**src/rtl/masked_aes_seq_if.sv**
```systemverilog
// Handshake and register-file strobe bundle between the masked AES sequencer and its environment.
// master = sequencer side, slave = environment (register file, round/key units, RNG, host).
interface masked_aes_seq_if;
    logic         start;
    logic         abort;
    logic [3:0]   state_addr;
    logic [3:0]   key_addr;
    logic         rand_valid;
    logic         rand_ready;
    logic [127:0] rand_data;
    logic         round_req;
    logic         round_ack;
    logic [63:0]  round_data;
    logic [63:0]  key_next;
    logic [3:0]   rf_addr;
    logic [63:0]  rf_in0;
    logic [63:0]  rf_in1;
    logic [63:0]  rf_in2;
    logic         rf_write_en;
    logic         rf_read_en;
    logic         rf_random;
    logic         rf_add_round_key;
    logic         rf_aes_round;
    logic         rf_aes_key_exp;
    logic         busy;
    logic         done;
    logic [3:0]   round;

    modport master (
        input  start, abort, state_addr, key_addr, rand_valid, rand_data,
               round_ack, round_data, key_next,
        output rand_ready, round_req, rf_addr, rf_in0, rf_in1, rf_in2,
               rf_write_en, rf_read_en, rf_random, rf_add_round_key,
               rf_aes_round, rf_aes_key_exp, busy, done, round
    );

    modport slave (
        output start, abort, state_addr, key_addr, rand_valid, rand_data,
               round_ack, round_data, key_next,
        input  rand_ready, round_req, rf_addr, rf_in0, rf_in1, rf_in2,
               rf_write_en, rf_read_en, rf_random, rf_add_round_key,
               rf_aes_round, rf_aes_key_exp, busy, done, round
    );
endinterface

```
**src/rtl/masked_aes_seq.sv**
```systemverilog
// Control sequencer for one masked AES block operation on the 16 x 64-bit share register file.
// Strobes are decoded from the state register plus the same-cycle handshake inputs.
module masked_aes_seq #(
    parameter int unsigned NROUNDS = 10
) (
    input  logic              clk,
    input  logic              rst_n,
    masked_aes_seq_if.master  bus
);
    localparam int unsigned AW = 4;
    localparam int unsigned DW = 64;
    localparam int unsigned CW = 4;

    typedef enum logic [2:0] {
        S_IDLE, S_MASK, S_ARK, S_RREQ, S_RWAIT, S_KEY, S_DONE
    } state_t;

    state_t        state, state_nxt;
    logic [CW-1:0] cnt, cnt_nxt;
    logic [AW-1:0] sbase, sbase_nxt, kbase, kbase_nxt;
    logic [AW-1:0] sbase_p2;

    // Round reads address the second half of the state shares; wraps within the 16-entry file.
    assign sbase_p2 = AW'(sbase + AW'(2));

    // State, round counter and latched base addresses.
    always_ff @(posedge clk or negedge rst_n) begin
        if (!rst_n) begin
            state <= S_IDLE;
            cnt   <= '0;
            sbase <= '0;
            kbase <= '0;
        end else begin
            state <= state_nxt;
            cnt   <= cnt_nxt;
            sbase <= sbase_nxt;
            kbase <= kbase_nxt;
        end
    end

    // Next state and strobe decode.
    always_comb begin
        state_nxt            = state;
        cnt_nxt              = cnt;
        sbase_nxt            = sbase;
        kbase_nxt            = kbase;
        bus.rand_ready       = 1'b0;
        bus.round_req        = 1'b0;
        bus.rf_addr          = '0;
        bus.rf_in0           = '0;
        bus.rf_in1           = '0;
        bus.rf_in2           = '0;
        bus.rf_write_en      = 1'b0;
        bus.rf_read_en       = 1'b0;
        bus.rf_random        = 1'b0;
        bus.rf_add_round_key = 1'b0;
        bus.rf_aes_round     = 1'b0;
        bus.rf_aes_key_exp   = 1'b0;
        bus.busy             = (state != S_IDLE);
        bus.done             = (state == S_DONE);
        bus.round            = cnt;

        unique case (state)
            S_IDLE: begin
                if (bus.start) begin
                    state_nxt = S_MASK;
                    sbase_nxt = bus.state_addr;
                    kbase_nxt = bus.key_addr;
                end
            end
            S_MASK: begin
                bus.rand_ready = bus.rand_valid;
                if (bus.rand_valid) begin
                    bus.rf_write_en = 1'b1;
                    bus.rf_random   = 1'b1;
                    bus.rf_addr     = sbase;
                    bus.rf_in0      = DW'(sbase);
                    bus.rf_in1      = bus.rand_data[63:0];
                    bus.rf_in2      = bus.rand_data[127:64];
                    state_nxt       = S_ARK;
                end
            end
            S_ARK: begin
                bus.rf_write_en      = 1'b1;
                bus.rf_add_round_key = 1'b1;
                bus.rf_addr          = sbase;
                bus.rf_in0           = DW'(sbase);
                bus.rf_in1           = DW'(kbase);
                if (cnt == CW'(NROUNDS)) begin
                    state_nxt = S_DONE;
                end else begin
                    cnt_nxt   = CW'(cnt + CW'(1));
                    state_nxt = S_RREQ;
                end
            end
            S_RREQ, S_RWAIT: begin
                bus.rf_read_en   = 1'b1;
                bus.rf_aes_round = 1'b1;
                bus.round_req    = 1'b1;
                bus.rf_addr      = sbase;
                bus.rf_in0       = DW'(sbase_p2);
                bus.rf_in1       = DW'(sbase);
                if (state == S_RREQ) begin
                    state_nxt = S_RWAIT;
                end else if (bus.round_ack) begin
                    bus.rf_write_en = 1'b1;
                    bus.rf_in2      = bus.round_data;
                    state_nxt       = S_KEY;
                end
            end
            S_KEY: begin
                bus.rf_read_en     = 1'b1;
                bus.rf_write_en    = 1'b1;
                bus.rf_aes_key_exp = 1'b1;
                bus.rf_addr        = kbase;
                bus.rf_in0         = DW'(kbase);
                bus.rf_in1         = DW'(kbase);
                bus.rf_in2         = bus.key_next;
                state_nxt          = S_ARK;
            end
            S_DONE: begin
                cnt_nxt   = '0;
                state_nxt = S_IDLE;
            end
            default: state_nxt = S_IDLE;
        endcase

        // Abort silences the register file and handshakes in the cycle it is seen.
        if (bus.abort && (state != S_IDLE)) begin
            state_nxt            = S_IDLE;
            cnt_nxt              = '0;
            bus.rand_ready       = 1'b0;
            bus.round_req        = 1'b0;
            bus.rf_addr          = '0;
            bus.rf_in0           = '0;
            bus.rf_in1           = '0;
            bus.rf_in2           = '0;
            bus.rf_write_en      = 1'b0;
            bus.rf_read_en       = 1'b0;
            bus.rf_random        = 1'b0;
            bus.rf_add_round_key = 1'b0;
            bus.rf_aes_round     = 1'b0;
            bus.rf_aes_key_exp   = 1'b0;
            bus.done             = 1'b0;
        end
    end
endmodule

```
**src/flat_wrapper.sv**
```systemverilog
// flat-port wrapper written by rule: the top's interface ports become plain ports
module masked_aes_seq_flat 
#(
    parameter int unsigned NROUNDS = 10
)
  (clk, rst_n, bus_start, bus_abort, bus_state_addr, bus_key_addr, bus_rand_valid, bus_rand_data, bus_round_ack, bus_round_data, bus_key_next, bus_rand_ready, bus_round_req, bus_rf_addr, bus_rf_in0, bus_rf_in1, bus_rf_in2, bus_rf_write_en, bus_rf_read_en, bus_rf_random, bus_rf_add_round_key, bus_rf_aes_round, bus_rf_aes_key_exp, bus_busy, bus_done, bus_round);
  masked_aes_seq_if bus_i ();
  input  logic clk;
  input  logic rst_n;
  input wire logic [$bits(bus_i.start)-1:0] bus_start;
  input wire logic [$bits(bus_i.abort)-1:0] bus_abort;
  input wire logic [$bits(bus_i.state_addr)-1:0] bus_state_addr;
  input wire logic [$bits(bus_i.key_addr)-1:0] bus_key_addr;
  input wire logic [$bits(bus_i.rand_valid)-1:0] bus_rand_valid;
  input wire logic [$bits(bus_i.rand_data)-1:0] bus_rand_data;
  input wire logic [$bits(bus_i.round_ack)-1:0] bus_round_ack;
  input wire logic [$bits(bus_i.round_data)-1:0] bus_round_data;
  input wire logic [$bits(bus_i.key_next)-1:0] bus_key_next;
  output wire logic [$bits(bus_i.rand_ready)-1:0] bus_rand_ready;
  output wire logic [$bits(bus_i.round_req)-1:0] bus_round_req;
  output wire logic [$bits(bus_i.rf_addr)-1:0] bus_rf_addr;
  output wire logic [$bits(bus_i.rf_in0)-1:0] bus_rf_in0;
  output wire logic [$bits(bus_i.rf_in1)-1:0] bus_rf_in1;
  output wire logic [$bits(bus_i.rf_in2)-1:0] bus_rf_in2;
  output wire logic [$bits(bus_i.rf_write_en)-1:0] bus_rf_write_en;
  output wire logic [$bits(bus_i.rf_read_en)-1:0] bus_rf_read_en;
  output wire logic [$bits(bus_i.rf_random)-1:0] bus_rf_random;
  output wire logic [$bits(bus_i.rf_add_round_key)-1:0] bus_rf_add_round_key;
  output wire logic [$bits(bus_i.rf_aes_round)-1:0] bus_rf_aes_round;
  output wire logic [$bits(bus_i.rf_aes_key_exp)-1:0] bus_rf_aes_key_exp;
  output wire logic [$bits(bus_i.busy)-1:0] bus_busy;
  output wire logic [$bits(bus_i.done)-1:0] bus_done;
  output wire logic [$bits(bus_i.round)-1:0] bus_round;
  assign bus_i.start = bus_start;
  assign bus_i.abort = bus_abort;
  assign bus_i.state_addr = bus_state_addr;
  assign bus_i.key_addr = bus_key_addr;
  assign bus_i.rand_valid = bus_rand_valid;
  assign bus_i.rand_data = bus_rand_data;
  assign bus_i.round_ack = bus_round_ack;
  assign bus_i.round_data = bus_round_data;
  assign bus_i.key_next = bus_key_next;
  assign bus_rand_ready = bus_i.rand_ready;
  assign bus_round_req = bus_i.round_req;
  assign bus_rf_addr = bus_i.rf_addr;
  assign bus_rf_in0 = bus_i.rf_in0;
  assign bus_rf_in1 = bus_i.rf_in1;
  assign bus_rf_in2 = bus_i.rf_in2;
  assign bus_rf_write_en = bus_i.rf_write_en;
  assign bus_rf_read_en = bus_i.rf_read_en;
  assign bus_rf_random = bus_i.rf_random;
  assign bus_rf_add_round_key = bus_i.rf_add_round_key;
  assign bus_rf_aes_round = bus_i.rf_aes_round;
  assign bus_rf_aes_key_exp = bus_i.rf_aes_key_exp;
  assign bus_busy = bus_i.busy;
  assign bus_done = bus_i.done;
  assign bus_round = bus_i.round;
  masked_aes_seq #(.NROUNDS(NROUNDS)) u_core (.clk(clk), .rst_n(rst_n), .bus(bus_i));
endmodule
```
**config.mk**
```make
export PLATFORM = sky130hd
export DESIGN_NAME = masked_aes_seq_flat
export DESIGN_NICKNAME = d
export VERILOG_FILES = /design/src/rtl/masked_aes_seq_if.sv /design/src/rtl/masked_aes_seq.sv /design/src/flat_wrapper.sv
export SDC_FILE = /design/constraint.sdc
export NUM_CORES = 1
export LEC_CHECK = 0
export CAP_MARGIN = 30
export CORE_AREA = 2 2 185 187
export DETAILED_ROUTE_END_ITERATION = 10
export DIE_AREA = 0 0 187 189
export PLACE_DENSITY = 0.53
export REMOVE_ABC_BUFFERS = 1
export SYNTH_ARGS = -nofsm -noshare
export SYNTH_HDL_FRONTEND = slang
export SYNTH_SLANG_ARGS = --single-unit
```
**constraint.sdc**
```tcl
create_clock -name clk -period 4.95 [get_ports clk]
set_input_delay 1.485 -clock clk [delete_from_list [all_inputs] [get_ports clk]]
set_output_delay 1.485 -clock clk [all_outputs]
set_load 0.02 [all_outputs]
```
==> results of run 1 <==
## kinds of logic (layout without fill, tap and decap cells)
kind of cell               after synthesis  after routing  share of synthesized area, %
adders and majority gates                3              3                          1.04
buffers and inverters                  119            445                          20.6
AOI/OAI and AO/OA                      179            179                          38.5
other                                    1             61                         0.104
muxes                                   10             10                          3.06
DFF                                     15             15                          10.4
and+or+nand+nor                        181            181                          26.0
xor gates and xnor gates                 1              1                         0.244
## layout by cell type, fill, tap and decap left out, types with 11 or more instances in the layout
cell type	count
sky130_fd_sc_hd__dfrtp_1	13
sky130_fd_sc_hd__a22oi_1	72
sky130_fd_sc_hd__clkdlybuf4s50_1	348
sky130_fd_sc_hd__buf_12	11
sky130_fd_sc_hd__dlygate4sd2_1	29
sky130_fd_sc_hd__dlymetal6s2s_1	37
sky130_fd_sc_hd__a21oi_1	13
sky130_fd_sc_hd__nand2_1	12
sky130_fd_sc_hd__nor2_1	80
sky130_fd_sc_hd__buf_4	12
sky130_fd_sc_hd__conb_1	60
sky130_fd_sc_hd__and2_1	60
sky130_fd_sc_hd__a22o_1	68
## stage by stage
stage	instance area (um2)	hold slack [ps]
2_1_floorplan	3090	528
3_3_place_gp	8140	541
3_5_place_dp	8140	530
4_1_cts	8180	551
5_1_grt	8280	584
6_report	8280	546
## worst max path at each step
stage	slack [ps]	startpoint	endpoint
3_3_place_gp	-80	bus_rand_valid	bus_rf_in1[2]
3_5_place_dp	-60	bus_rand_valid	bus_rf_in1[2]
6_report	70	bus_rand_valid	bus_rf_in2[22]
4_1_cts	-10	bus_rand_valid	bus_rf_in2[22]
5_1_grt	-20	bus_rand_valid	bus_rf_in2[30]
2_1_floorplan	-450	bus_rand_valid	bus_rf_in2[0]
## sequential cells by signal, indices dropped and copies added, names as in the netlist
register / count
u_core.bus.round: 4
u_core.kbase: 4
u_core.sbase: 4
u_core.state: 3
## critical path, stage by stage
cell                              delay [ps]
sky130_fd_sc_hd__clkdlybuf4s50_1         490
sky130_fd_sc_hd__nor2b_2                 210
sky130_fd_sc_hd__buf_6                   230
sky130_fd_sc_hd__a22o_1                  160
sky130_fd_sc_hd__a22oi_1                  60
sky130_fd_sc_hd__nor2_1                  130
sky130_fd_sc_hd__clkdlybuf4s50_1         630
## layer usage
| metal | share of wire, % | vias up | track usage, % |
|---|---|---|---|
| met3 | 6.1 | 12 | 2.09 |
| li1 | - | 2492 | - |
| met2 | 51 | 243 | 20.9 |
| met4 | 1.2 | 0 | 1.59 |
| met1 | 42 | 2409 | 14.4 |
| met5 | 0 | - | 0 |
## area by class of cell
class / instances / area (um2)
fillers: 3657 / 25000
repair buffers: 438 / 4520
multi-input cells: 434 / 2730
well taps: 448 / 561
flip-flops and latches: 15 / 378
clock buffers: 3 / 75.1
inverters: 3 / 11.3
clock inverters: 1 / 5.00
diodes: 1 / 2.50
## power by group
part	internal (mW)	switching, mW
Clock	0.108	0.0497
Sequential	0.168	0.123
Combinational	0.837	0.898
Total	1.11	1.07
## timing repair
action,CTS,global route
resized for setup,29,38
pin swaps,0,0
cloned,0,0
setup endpoints to repair,31,54
==> metrics.md, run 1 <==
| Metric | Value |
|---|---|
| FFs w/ async S/R, synth | `100%` |
| Final critical delay including setup and external delays | `4880 ps` |
| Total wirelength of the detailed-routed design | `~22 mm` |
| Register area share after synthesis | `a little over a tenth` |
| Data arrival time at the worst-slack endpoint | `roughly 3400 ps` |
| Post-layout util | `24.9%` |
| Skew final | `roughly 3.1 ps` |
| Worst min-delay path endpoint | `u_core.bus.round[2]` |
| Maximum root-to-sink buffer count | `2` |
| Post-layout net count | `between 1k and 1.5k` |
| Number of buffers added to fix hold violations after cts | `0` |
| Slack of the worst reg-to-reg path | `2960 ps` |
| Peak clock frequency supported by timing | `205 MHz` |
| I/O pins | `480` |
| Floorplan die width | `about 190 um` |
| Distinct cell type count after synthesis | `between 40 and 50` |
| Routed via count | `around 5.2k` |
| Wire length of the first global-routing pass | `32.3 mm` |
| Initial antenna violation count | `1` |
| Root Buffer | `sky130_fd_sc_hd__clkbuf_16` |
| Worst reg-to-reg path cell count | `4` |
| Number of synthesized flops with an enable pin | `0` |
| Top cells by area, synth | `sky130_fd_sc_hd__a22o_1 (17%), sky130_fd_sc_hd__a22oi_1 (15%), sky130_fd_sc_hd__buf_4 (15%)` |
| Leading cell type by number of instances after synthesis | `sky130_fd_sc_hd__nor2_1` |
| Final-report setup violation count | `0` |
| Number of buffers created by CTS | `3` |
| Setup TNS | `0 ps` |
| Number of instances in the synthesized netlist | `509` |
| Placed wire-length estimate | `about 18 mm` |
| GRT Overall Usage | `a little under an eighth` |
| Outcome | `complete, no violations` |
| Die span in y | `around 190 um` |
| Type of the worst min-delay path | `reg -> reg` |
| RR Startpoint | `u_core.state[2]` |
| Area of the die | `~35000 um2` |
| Remaining design rule violation count | `0` |
| Power per cell area | `about 260 nW/um2` |
| Ratio of cells with drive above 1 in the final layout | `5.59%` |
| Power after layout | `about 2.2 mW` |
| Clock insertion delay at the later pin of the skew report | `240 ps` |
| Per-cell via count in the routed design | `3.84` |
| Unrepaired setup endpoints after global routing | `true` |
| Category of the most critical setup path | `in -> out` |
| Tightest slew margin relative to the limit | `50.0%` |
| Vias in the first global route | `a little over 5k` |
| Number of max-cap violations | `0` |
| Count of routing violations after the opening detailed-route iteration | `about 220` |
| Nature of the critical path endpoint | `output pin` |
| CTS H-tree depth | `1` |
| Remaining number of nets flagged by the antenna check after routing | `0` |
| Ranking of synthesized cells by instance count | `sky130_fd_sc_hd__nor2_1 (80), sky130_fd_sc_hd__a22oi_1 (72), sky130_fd_sc_hd__buf_4 (70)` |
| Layout overhead on the synthesized area | `130%` |
| Share of the synthesized area in the top cell type | `between 15 and 20%` |
| Number of setup buffers added after CTS | `0` |
| Leakage power | `3.80 nW` |
| Layout Cells excl Fill | `roughly 1.3k` |
| Number of port buffers | `419` |
| Synthesized area | `between 3000 and 4000 um2` |
| Core Box Area | `33300 um2` |
| Library cell occupying the most area in the post-synthesis netlist | `sky130_fd_sc_hd__a22o_1` |
| Mapped Avg Cell Area | `slightly above 7 um2` |
| Largest driver fanout on the critical path | `18` |
| Placed Cells | `1338` |
| GRT Residual Overflow | `0` |
| Post-route setup slack | `~66 ps` |
| R2R Path End | `u_core.sbase[2]` |
| Row cnt | `between 60 and 70` |
| CTS clock-pin slew for the worst setup and hold paths | `roughly 50 ps` |
| Required @ worst endpoint | `~3500 ps` |
| Detailed-router iteration count before antenna repair | `6` |
| Crit share post-route | `between 90% and 100%` |
| Worst-case setup slack after placement | `-55.8 ps` |
| Number of hold-slack violations in the final timing report | `0` |
| Final estimated routing congestion in global placement | `about 0.83` |
| Nature of the critical path startpoint | `input port` |
| Synthesis-stage register bit count | `15` |
| Synth Warn # | `0` |
| Final Max Slew Viols | `0` |
| Routed wire length per instance | `between 15 and 20 um` |
| Worst hold stages | `1` |
| CTS tree | `yes` |
| Starting Density | `a little over a tenth` |
| Worst Min Path Start | `u_core.bus.round[2]` |
| Slew at the pin with the worst max-slew slack | `749 ps` |
| Dominant register cell in the synthesized netlist | `sky130_fd_sc_hd__dfrtp_1` |
| Number of clock sinks | `15` |
| Largest net degree at the start of global routing | `63` |
| VDD IR-drop max | `~220 uV` |
Note: power is estimated with default switching activity, not from simulation.
==> run 2: changes to the inputs <==
--- a/config.mk
+++ b/config.mk
@@ -5,11 +5,12 @@
 export SDC_FILE = /design/constraint.sdc
 export NUM_CORES = 1
 export LEC_CHECK = 0
+export ABC_AREA = 1
 export CAP_MARGIN = 30
-export CORE_AREA = 2 2 185 187
+export CORE_AREA = 2 2 184 186
 export DETAILED_ROUTE_END_ITERATION = 10
-export DIE_AREA = 0 0 187 189
-export PLACE_DENSITY = 0.53
+export DIE_AREA = 0 0 186 188
+export PLACE_DENSITY = 0.54
 export REMOVE_ABC_BUFFERS = 1
 export SYNTH_ARGS = -nofsm -noshare
 export SYNTH_HDL_FRONTEND = slang
==> metrics.md, run 2 <==
| Metric | Value |
|---|---|
| Starting Density | `12.2% (was 10.8%)` |
| Count of routing violations after the opening detailed-route iteration | `325 (was 217)` |
| Number of hold-slack violations in the final timing report | `0 (unchanged)` |
| Hold Slack | `512 ps (was 546 ps)` |
| Top cells by area, synth | `sky130_fd_sc_hd__nor2_1 (19%), sky130_fd_sc_hd__nand2_1 (19%), sky130_fd_sc_hd__inv_1 (14%) (was sky130_fd_sc_hd__a22o_1 (17%), sky130_fd_sc_hd__a22oi_1 (15%), sky130_fd_sc_hd__buf_4 (15%))` |
| CTS tree | `yes (unchanged)` |
| Area of the die | `35000 um2 (was 35300 um2)` |
| Distinct cell type count after synthesis | `23 (was 42)` |
| Total wirelength of the detailed-routed design | `25.2 mm (was 22.3 mm)` |
| Maximum root-to-sink buffer count | `2 (unchanged)` |
| Nature of the critical path endpoint | `output pin (unchanged)` |
| Post-layout util | `26.1% (was 24.9%)` |
| I/O pins | `480 (unchanged)` |
| Cell with the largest stage delay on the worst path | `sky130_fd_sc_hd__clkdlybuf4s50_1 (unchanged)` |
| Setup TNS | `0 ps (unchanged)` |
| Share of the synthesized area in the top cell type | `19.0% (was 16.6%)` |
| Final-report setup violation count | `0 (unchanged)` |
| Unrepaired setup endpoints after global routing | `false (was true)` |
| Dominant register cell in the synthesized netlist | `sky130_fd_sc_hd__dfrtp_1 (unchanged)` |
| Wire length of the first global-routing pass | `35.0 mm (was 32.3 mm)` |
| Placed wire-length estimate | `21.0 mm (was 17.8 mm)` |
| Per-cell via count in the routed design | `3.66 (was 3.84)` |
| Peak clock frequency supported by timing | `206 MHz (was 205 MHz)` |
| Synthesis-stage register bit count | `15 (unchanged)` |
| VDD IR-drop max | `277 uV (was 217 uV)` |
| Initial antenna violation count | `3 (was 1)` |
| Most frequent cells in the layout | `sky130_fd_sc_hd__clkdlybuf4s50_1 (406), sky130_fd_sc_hd__nor2_1 (205), sky130_fd_sc_hd__nand2_1 (203) (was sky130_fd_sc_hd__clkdlybuf4s50_1 (348), sky130_fd_sc_hd__nor2_1 (80), sky130_fd_sc_hd__a22oi_1 (72))` |
| Tightest slew margin relative to the limit | `50.0% (about the same)` |
| Routed via count | `6164 (was 5156)` |
| Floorplan die width | `186 um (was 187 um)` |
| Critical path, cell by cell | `clkdlybuf4s50_1 > nand3_2 > inv_2 > buf_4 > nand2_1 > nand3_1 > nand2_1 > inv_1 > clkdlybuf4s50_1 (was clkdlybuf4s50_1 > nor2b_2 > buf_6 > a22o_1 > a22oi_1 > nor2_1 > clkdlybuf4s50_1)` |
| Crit share post-route | `98.3% (was 98.7%)` |
| CTS H-tree depth | `1 (unchanged)` |
| Skew final | `2.68 ps (was 3.09 ps)` |
| Nature of the critical path startpoint | `input port (unchanged)` |
| Number of buffers added to fix hold violations after cts | `0 (unchanged)` |
| Synth Area in XOR/XNOR | `0.649% (was 0.244%)` |
| CTS clock-pin slew for the worst setup and hold paths | `50 ps (about the same)` |
| Adder and majority gate portion of the synthesized area | `0.927% (was 1.04%)` |
| Core Box Area | `33100 um2 (was 33300 um2)` |
| Data arrival time at the worst-slack endpoint | `3380 ps (was 3400 ps)` |
| Synth Area in Compound Gates | `6.68% (was 38.5%)` |
| Library cell occupying the most area in the post-synthesis netlist | `sky130_fd_sc_hd__nor2_1 (was sky130_fd_sc_hd__a22o_1)` |
| Ratio of cells with drive above 1 in the final layout | `3.72% (was 5.59%)` |
| Largest driver fanout on the critical path | `11 (was 18)` |
| Number of buffers created by CTS | `3 (unchanged)` |
| Simple-Gate Fraction of Synth Area | `50.0% (was 26.0%)` |
| GRT Overall Usage | `13.3% (was 11.5%)` |
| Most common cell after layout, fill and taps aside | `sky130_fd_sc_hd__clkdlybuf4s50_1 (unchanged)` |
| Leakage power | `4.26 nW (was 3.80 nW)` |
| Outcome | `complete, no violations (unchanged)` |
| Number of port buffers | `419 (unchanged)` |
| Number of synthesized flops with an enable pin | `0 (unchanged)` |
| Final critical delay including setup and external delays | `4860 ps (was 4880 ps)` |
| Synth Warn # | `0 (unchanged)` |
| CP max stage delay | `590 ps (was 630 ps)` |
| Number of clock sinks | `15 (unchanged)` |
| FILL cells | `3706 (was 3657)` |
| Clock insertion delay at the later pin of the skew report | `250 ps (was 240 ps)` |
| Number of instances in the synthesized netlist | `841 (was 509)` |
| Layout overhead on the synthesized area | `114% (was 130%)` |
| Vias in the first global route | `5742 (was 5083)` |
| Category of the most critical setup path | `in -> out (unchanged)` |
| Power per cell area | `303 nW/um2 (was 264 nW/um2)` |
| Remaining number of nets flagged by the antenna check after routing | `0 (unchanged)` |
| Synthesized area | `4050 um2 (was 3590 um2)` |
| Die span in y | `188 um (was 189 um)` |
| Largest net degree at the start of global routing | `64 (was 63)` |
| Final estimated routing congestion in global placement | `0.893 (was 0.832)` |
| Mapped Avg Cell Area | `4.81 um2 (was 7.06 um2)` |
| Required @ worst endpoint | `3460 ps (about the same)` |
| Final Max Slew Viols | `0 (unchanged)` |
| Worst reg-to-reg path cell count | `8 (was 4)` |
| Type of the worst min-delay path | `reg -> reg (unchanged)` |
| Number of max-cap violations | `0 (unchanged)` |
| Leading cell type by number of instances after synthesis | `sky130_fd_sc_hd__nor2_1 (unchanged)` |
| Worst hold stages | `2 (was 1)` |
| Multiplexer share of the synthesized area | `0% (was 3.06%)` |
| Row cnt | `67 (unchanged)` |
| GRT Residual Overflow | `0 (unchanged)` |
| Slew at the pin with the worst max-slew slack | `748 ps (was 749 ps)` |
| Routed wire length per instance | `14.9 um (was 16.6 um)` |
| Register area share after synthesis | `9.27% (was 10.4%)` |
| FFs w/ async S/R, synth | `100% (unchanged)` |
| Root Buffer | `sky130_fd_sc_hd__clkbuf_16 (unchanged)` |
| Main combinational cell family by area after synthesis | `simple AND/OR/NAND/NOR gates (was compound AO/OA/AOI/OAI gates)` |
| Post-layout net count | `1510 (was 1168)` |
| Remaining design rule violation count | `0 (unchanged)` |
| Ranking of synthesized cells by instance count | `sky130_fd_sc_hd__nor2_1 (205), sky130_fd_sc_hd__nand2_1 (203), sky130_fd_sc_hd__inv_1 (155) (was sky130_fd_sc_hd__nor2_1 (80), sky130_fd_sc_hd__a22oi_1 (72), sky130_fd_sc_hd__buf_4 (70))` |
| Detailed-router iteration count before antenna repair | `5 (was 6)` |
[run 2: changes by cell type after synthesis, sizes merged, moves of 61 or more]
cell,previous run,this run
and2,61,0
a22oi,72,0
a22o,68,0
nor2,81,207
inv,3,159
nand3,1,86
nand2,13,205
[run 2: area by class of cell]
type                       instances  area (um2)  share of cell area [%]
sequential                        15         375                    4.34
timing repair buffer             439        4450                    51.5
tap                              448         561                    6.48
antenna                            1        2.50                  0.0289
inverter                         159         597                    6.90
multi-input combinational        619        2580                    29.9
clock buffer                       4        78.8                   0.911
[run 2: logic make-up after synthesis]
family | count (synthesis)
compound gates | 54
xor+xnor | 3
fa+ha+maj | 3
buf+inv | 266
flops | 15
other cells | 1
simple gates | 499
[run 2: per-stage QoR]
step / power, mW / cells / worst slack, ps / cell area (um2)
6_report: 2.62 / 1685 / 86.2 / 8650
3_5_place_dp: 2.47 / 1680 / 93.6 / 8560
2_1_floorplan: 1.29 / 793 / 495 / 3550
5_1_grt: 2.82 / 1684 / 4.09 / 8650
3_3_place_gp: 2.48 / 1680 / 93.1 / 8560
4_1_cts: 2.65 / 1684 / 84.4 / 8640
[run 2: critical path: cells and delay by family]
family / cells / cell delay (ps)
buffers and inverters: 5 / 1550
and+or+nand+nor: 4 / 330
[run 2: timing repair]
action / CTS / global route
resized for setup: 0 / 1
endpoints found under the setup margin: 0 / 1
setup buffers: 0 / 0
[run 2: report_power, final]
part	internal, mW	total [mW]	switching (mW)
clock	0.109	0.160	0.0505
combinational	0.945	2.21	1.26
sequential	0.175	0.252	0.0769
[run 2: routing by layer]
metal | global-route usage, % | share of wire (%) | routed length (um)
met5 | 0 | 0.10 | 26
met2 | 24.7 | 51 | 12800
met4 | 2.24 | 1.4 | 363
met1 | 15.6 | 39 | 9740
met3 | 2.74 | 8.8 | 2220
[run 2: path summary, 6_finish.rpt]
path,from,endpoint,slack [ps]
worst max register to register,u_core.state[2],u_core.bus.round[2],3080
min in group asynchronous,rst_n,u_core.bus.round[0],1680
max in group asynchronous,rst_n,u_core.sbase[1],2800
worst min-delay path,u_core.kbase[0],u_core.kbase[0],510
worst min register to register,u_core.kbase[0],u_core.kbase[0],510
worst max-delay path,bus_round_ack,bus_rf_in2[49],90
==> run 3: changes to the inputs <==
--- a/config.mk
+++ b/config.mk
@@ -8,6 +8,7 @@
 export ABC_AREA = 1
 export CAP_MARGIN = 30
 export CORE_AREA = 2 2 184 186
+export CTS_BUF_LIST = sky130_fd_sc_hd__clkbuf_2 sky130_fd_sc_hd__clkbuf_4 sky130_fd_sc_hd__clkbuf_8
 export DETAILED_ROUTE_END_ITERATION = 10
 export DIE_AREA = 0 0 186 188
 export PLACE_DENSITY = 0.54
==> metrics.md, run 3 (synthesized netlist as in run 2, its figures left out) <==
| Metric | Value |
|---|---|
| Outcome | `complete, no violations (unchanged)` |
| Number of clock sinks | `15 (unchanged)` |
| Cell with the largest stage delay on the worst path | `sky130_fd_sc_hd__clkdlybuf4s50_1 (unchanged)` |
| VDD IR-drop max | `251 uV (was 277 uV)` |
| CTS clock-pin slew for the worst setup and hold paths | `60 ps (was 50 ps)` |
| Remaining number of nets flagged by the antenna check after routing | `0 (unchanged)` |
| Number of max-cap violations | `0 (unchanged)` |
| Remaining design rule violation count | `0 (unchanged)` |
| Maximum root-to-sink buffer count | `2 (unchanged)` |
| Required @ worst endpoint | `3460 ps (about the same)` |
| Slew at the pin with the worst max-slew slack | `730 ps (was 748 ps)` |
| GRT Overall Usage | `13.3% (unchanged)` |
| Data arrival time at the worst-slack endpoint | `3370 ps (was 3380 ps)` |
| Wire length of the first global-routing pass | `35.0 mm (unchanged)` |
| Switching share of power | `54.0% (was 53.1%)` |
| CP max stage delay | `590 ps (about the same)` |
| Peak clock frequency supported by timing | `206 MHz (about the same)` |
| Most common cell after layout, fill and taps aside | `sky130_fd_sc_hd__clkdlybuf4s50_1 (unchanged)` |
| Power per cell area | `298 nW/um2 (was 303 nW/um2)` |
| Layout overhead on the synthesized area | `113% (was 114%)` |
| CTS H-tree depth | `1 (unchanged)` |
| Routed wire length per instance | `14.9 um (about the same)` |
| Initial antenna violation count | `3 (unchanged)` |
| Share of total power in combinational logic | `86.0% (was 84.3%)` |
| Type of the worst min-delay path | `reg -> reg (unchanged)` |
| Clock network fraction of total power | `4.1% (was 6.1%)` |
| Largest driver fanout on the critical path | `11 (unchanged)` |
| Core Box Area | `33100 um2 (unchanged)` |
| Worst-case setup slack after placement | `93.6 ps (unchanged)` |
| Final estimated routing congestion in global placement | `0.893 (unchanged)` |
| Floorplan die width | `186 um (unchanged)` |
| Leakage power | `4.25 nW (was 4.26 nW)` |
| CP delay by family, top | `buffers and inverters (unchanged)` |
| Internal Pwr Total | `1.18 mW (was 1.23 mW)` |
| CP startpoint | `bus_round_ack (unchanged)` |
| Buf+Inv Stages, Crit Path | `5 (unchanged)` |
| Number of buffers added to fix hold violations after cts | `0 (unchanged)` |
| CTS tree | `yes (unchanged)` |
| Post-layout net count | `1510 (unchanged)` |
| Total wirelength of the detailed-routed design | `25.1 mm (was 25.2 mm)` |
| Tightest slew margin relative to the limit | `51.2% (was 50.0%)` |
| Most frequent cells in the layout | `sky130_fd_sc_hd__clkdlybuf4s50_1 (406), sky130_fd_sc_hd__nor2_1 (205), sky130_fd_sc_hd__nand2_1 (203) (unchanged)` |
| Setup TNS | `0 ps (unchanged)` |
| Antenna Cells | `0 (was 1)` |
| Die span in y | `188 um (unchanged)` |
| GRT Residual Overflow | `0 (unchanged)` |
| Number of port buffers | `419 (unchanged)` |
| Crit share post-route | `98.0% (was 98.3%)` |
| Number of setup buffers added after CTS | `0 (unchanged)` |
| Critical path, cell by cell | `clkdlybuf4s50_1 > nand3_2 > inv_2 > buf_4 > nand2_1 > nand3_1 > nand2_1 > inv_1 > clkdlybuf4s50_1 (unchanged)` |
| Nature of the critical path startpoint | `input port (unchanged)` |
| Post-layout util | `26.0% (was 26.1%)` |
| Number of buffers created by CTS | `3 (unchanged)` |
| Number of hold-slack violations in the final timing report | `0 (unchanged)` |
| Skew final | `4.32 ps (was 2.68 ps)` |
| Worst reg-to-reg path cell count | `8 (unchanged)` |
| Post-route setup slack | `97.2 ps (was 86.2 ps)` |
| Largest net degree at the start of global routing | `64 (unchanged)` |
| Unrepaired setup endpoints after global routing | `false (unchanged)` |
| Placed wire-length estimate | `21.0 mm (unchanged)` |
| Final-report setup violation count | `0 (unchanged)` |
| Root Buffer | `sky130_fd_sc_hd__clkbuf_8 (was sky130_fd_sc_hd__clkbuf_16)` |
| Share of total power in sequential cells | `9.8% (was 9.6%)` |
| I/O pins | `480 (unchanged)` |
| Starting Density | `12.2% (unchanged)` |
| R2R Path End | `u_core.bus.round[2] (unchanged)` |
| Ratio of cells with drive above 1 in the final layout | `3.80% (was 3.72%)` |
| Count of routing violations after the opening detailed-route iteration | `299 (was 325)` |
| RR Startpoint | `u_core.state[2] (unchanged)` |
| Slack of the worst reg-to-reg path | `3090 ps (was 3080 ps)` |
| Per-cell via count in the routed design | `3.66 (about the same)` |
| FILL cells | `3706 (unchanged)` |
| Nature of the critical path endpoint | `output pin (unchanged)` |
| Number of stages on the worst setup path | `9 (unchanged)` |
| Area of the die | `35000 um2 (unchanged)` |
| Row cnt | `67 (unchanged)` |
| Routed via count | `6163 (was 6164)` |
| Capture point of the critical path | `bus_rf_in2[49] (unchanged)` |
| Clock insertion delay at the later pin of the skew report | `250 ps (about the same)` |
| Detailed-router iteration count before antenna repair | `7 (was 5)` |
| Final Max Slew Viols | `0 (unchanged)` |
| Vias in the first global route | `5747 (was 5742)` |
| Sw Pwr | `1.39 mW (about the same)` |
| Final critical delay including setup and external delays | `4850 ps (was 4860 ps)` |
| Category of the most critical setup path | `in -> out (unchanged)` |
run 3: cell count changes in the layout (fill, tap and decap cells not counted):
cell	change
sky130_fd_sc_hd__clkbuf_16	-3
sky130_fd_sc_hd__clkbuf_8	+3
sky130_fd_sc_hd__clkbuf_1	-1
sky130_fd_sc_hd__clkbuf_4	+1
sky130_fd_sc_hd__diode_2	-1
run 3: tightest hold or removal path: stages (launching register included):
cell and delay, ps:
sky130_fd_sc_hd__dfrtp_1 370, sky130_fd_sc_hd__nand2_1 60, sky130_fd_sc_hd__o21ai_0 60
run 3: final cells by class:
class / instances / area [um2] / share of cell area [%]
timing repair buffer: 439 / 4450 / 51.7
multi-input combinational: 619 / 2580 / 30.0
inverter: 159 / 597 / 6.93
tap: 448 / 561 / 6.51
sequential: 15 / 375 / 4.36
clock buffer: 4 / 48.8 / 0.566
run 3: power groups by stage:
stage,Clock [mW],Sequential (mW),Combinational [mW]
3_5_place_dp,0,0.253,2.22
5_1_grt,0.115,0.261,2.40
3_3_place_gp,0,0.252,2.23
6_report,0.106,0.252,2.21
4_1_cts,0.109,0.251,2.23
2_1_floorplan,0,0.249,1.04
run 3: how the worst min path moves through the flow:
stage                                from               to  slack (ps)  cells after the start
after floorplan           u_core.kbase[0]  u_core.kbase[0]         470                      2
after global placement    u_core.kbase[2]  u_core.kbase[2]         490                      2
after detailed placement  u_core.kbase[0]  u_core.kbase[0]         500                      2
after CTS                 u_core.kbase[0]  u_core.kbase[0]         520                      2
after global routing      u_core.kbase[2]  u_core.kbase[2]         560                      2
final                     u_core.kbase[0]  u_core.kbase[0]         520                      2
run 3: through the flow:
step	area (um2)	std cells	hold WS [ps]	power, mW
global route	8620	1684	563	2.77
CTS	8610	1684	519	2.59
floorplan	3550	793	475	1.29
detailed placement	8560	1680	502	2.47
global placement	8560	1680	494	2.48
finish	8620	1684	518	2.57
run 3: repair_timing:
| action | in CTS | in global routing |
|---|---|---|
| resized for setup | 0 | 1 |
| endpoints found under the setup margin | 0 | 1 |
| endpoints found under the hold margin | 0 | 0 |
run 3: metal layers:
| metal | routed length [um] | global-route usage (%) | up-vias |
|---|---|---|---|
| li1 | - | - | 3137 |
| met1 | 9820 | 15.6 | 2707 |
| met2 | 12800 | 24.7 | 290 |
| met3 | 2110 | 2.74 | 25 |
| met4 | 377 | 2.24 | 4 |
| met5 | 26 | 0 | - |
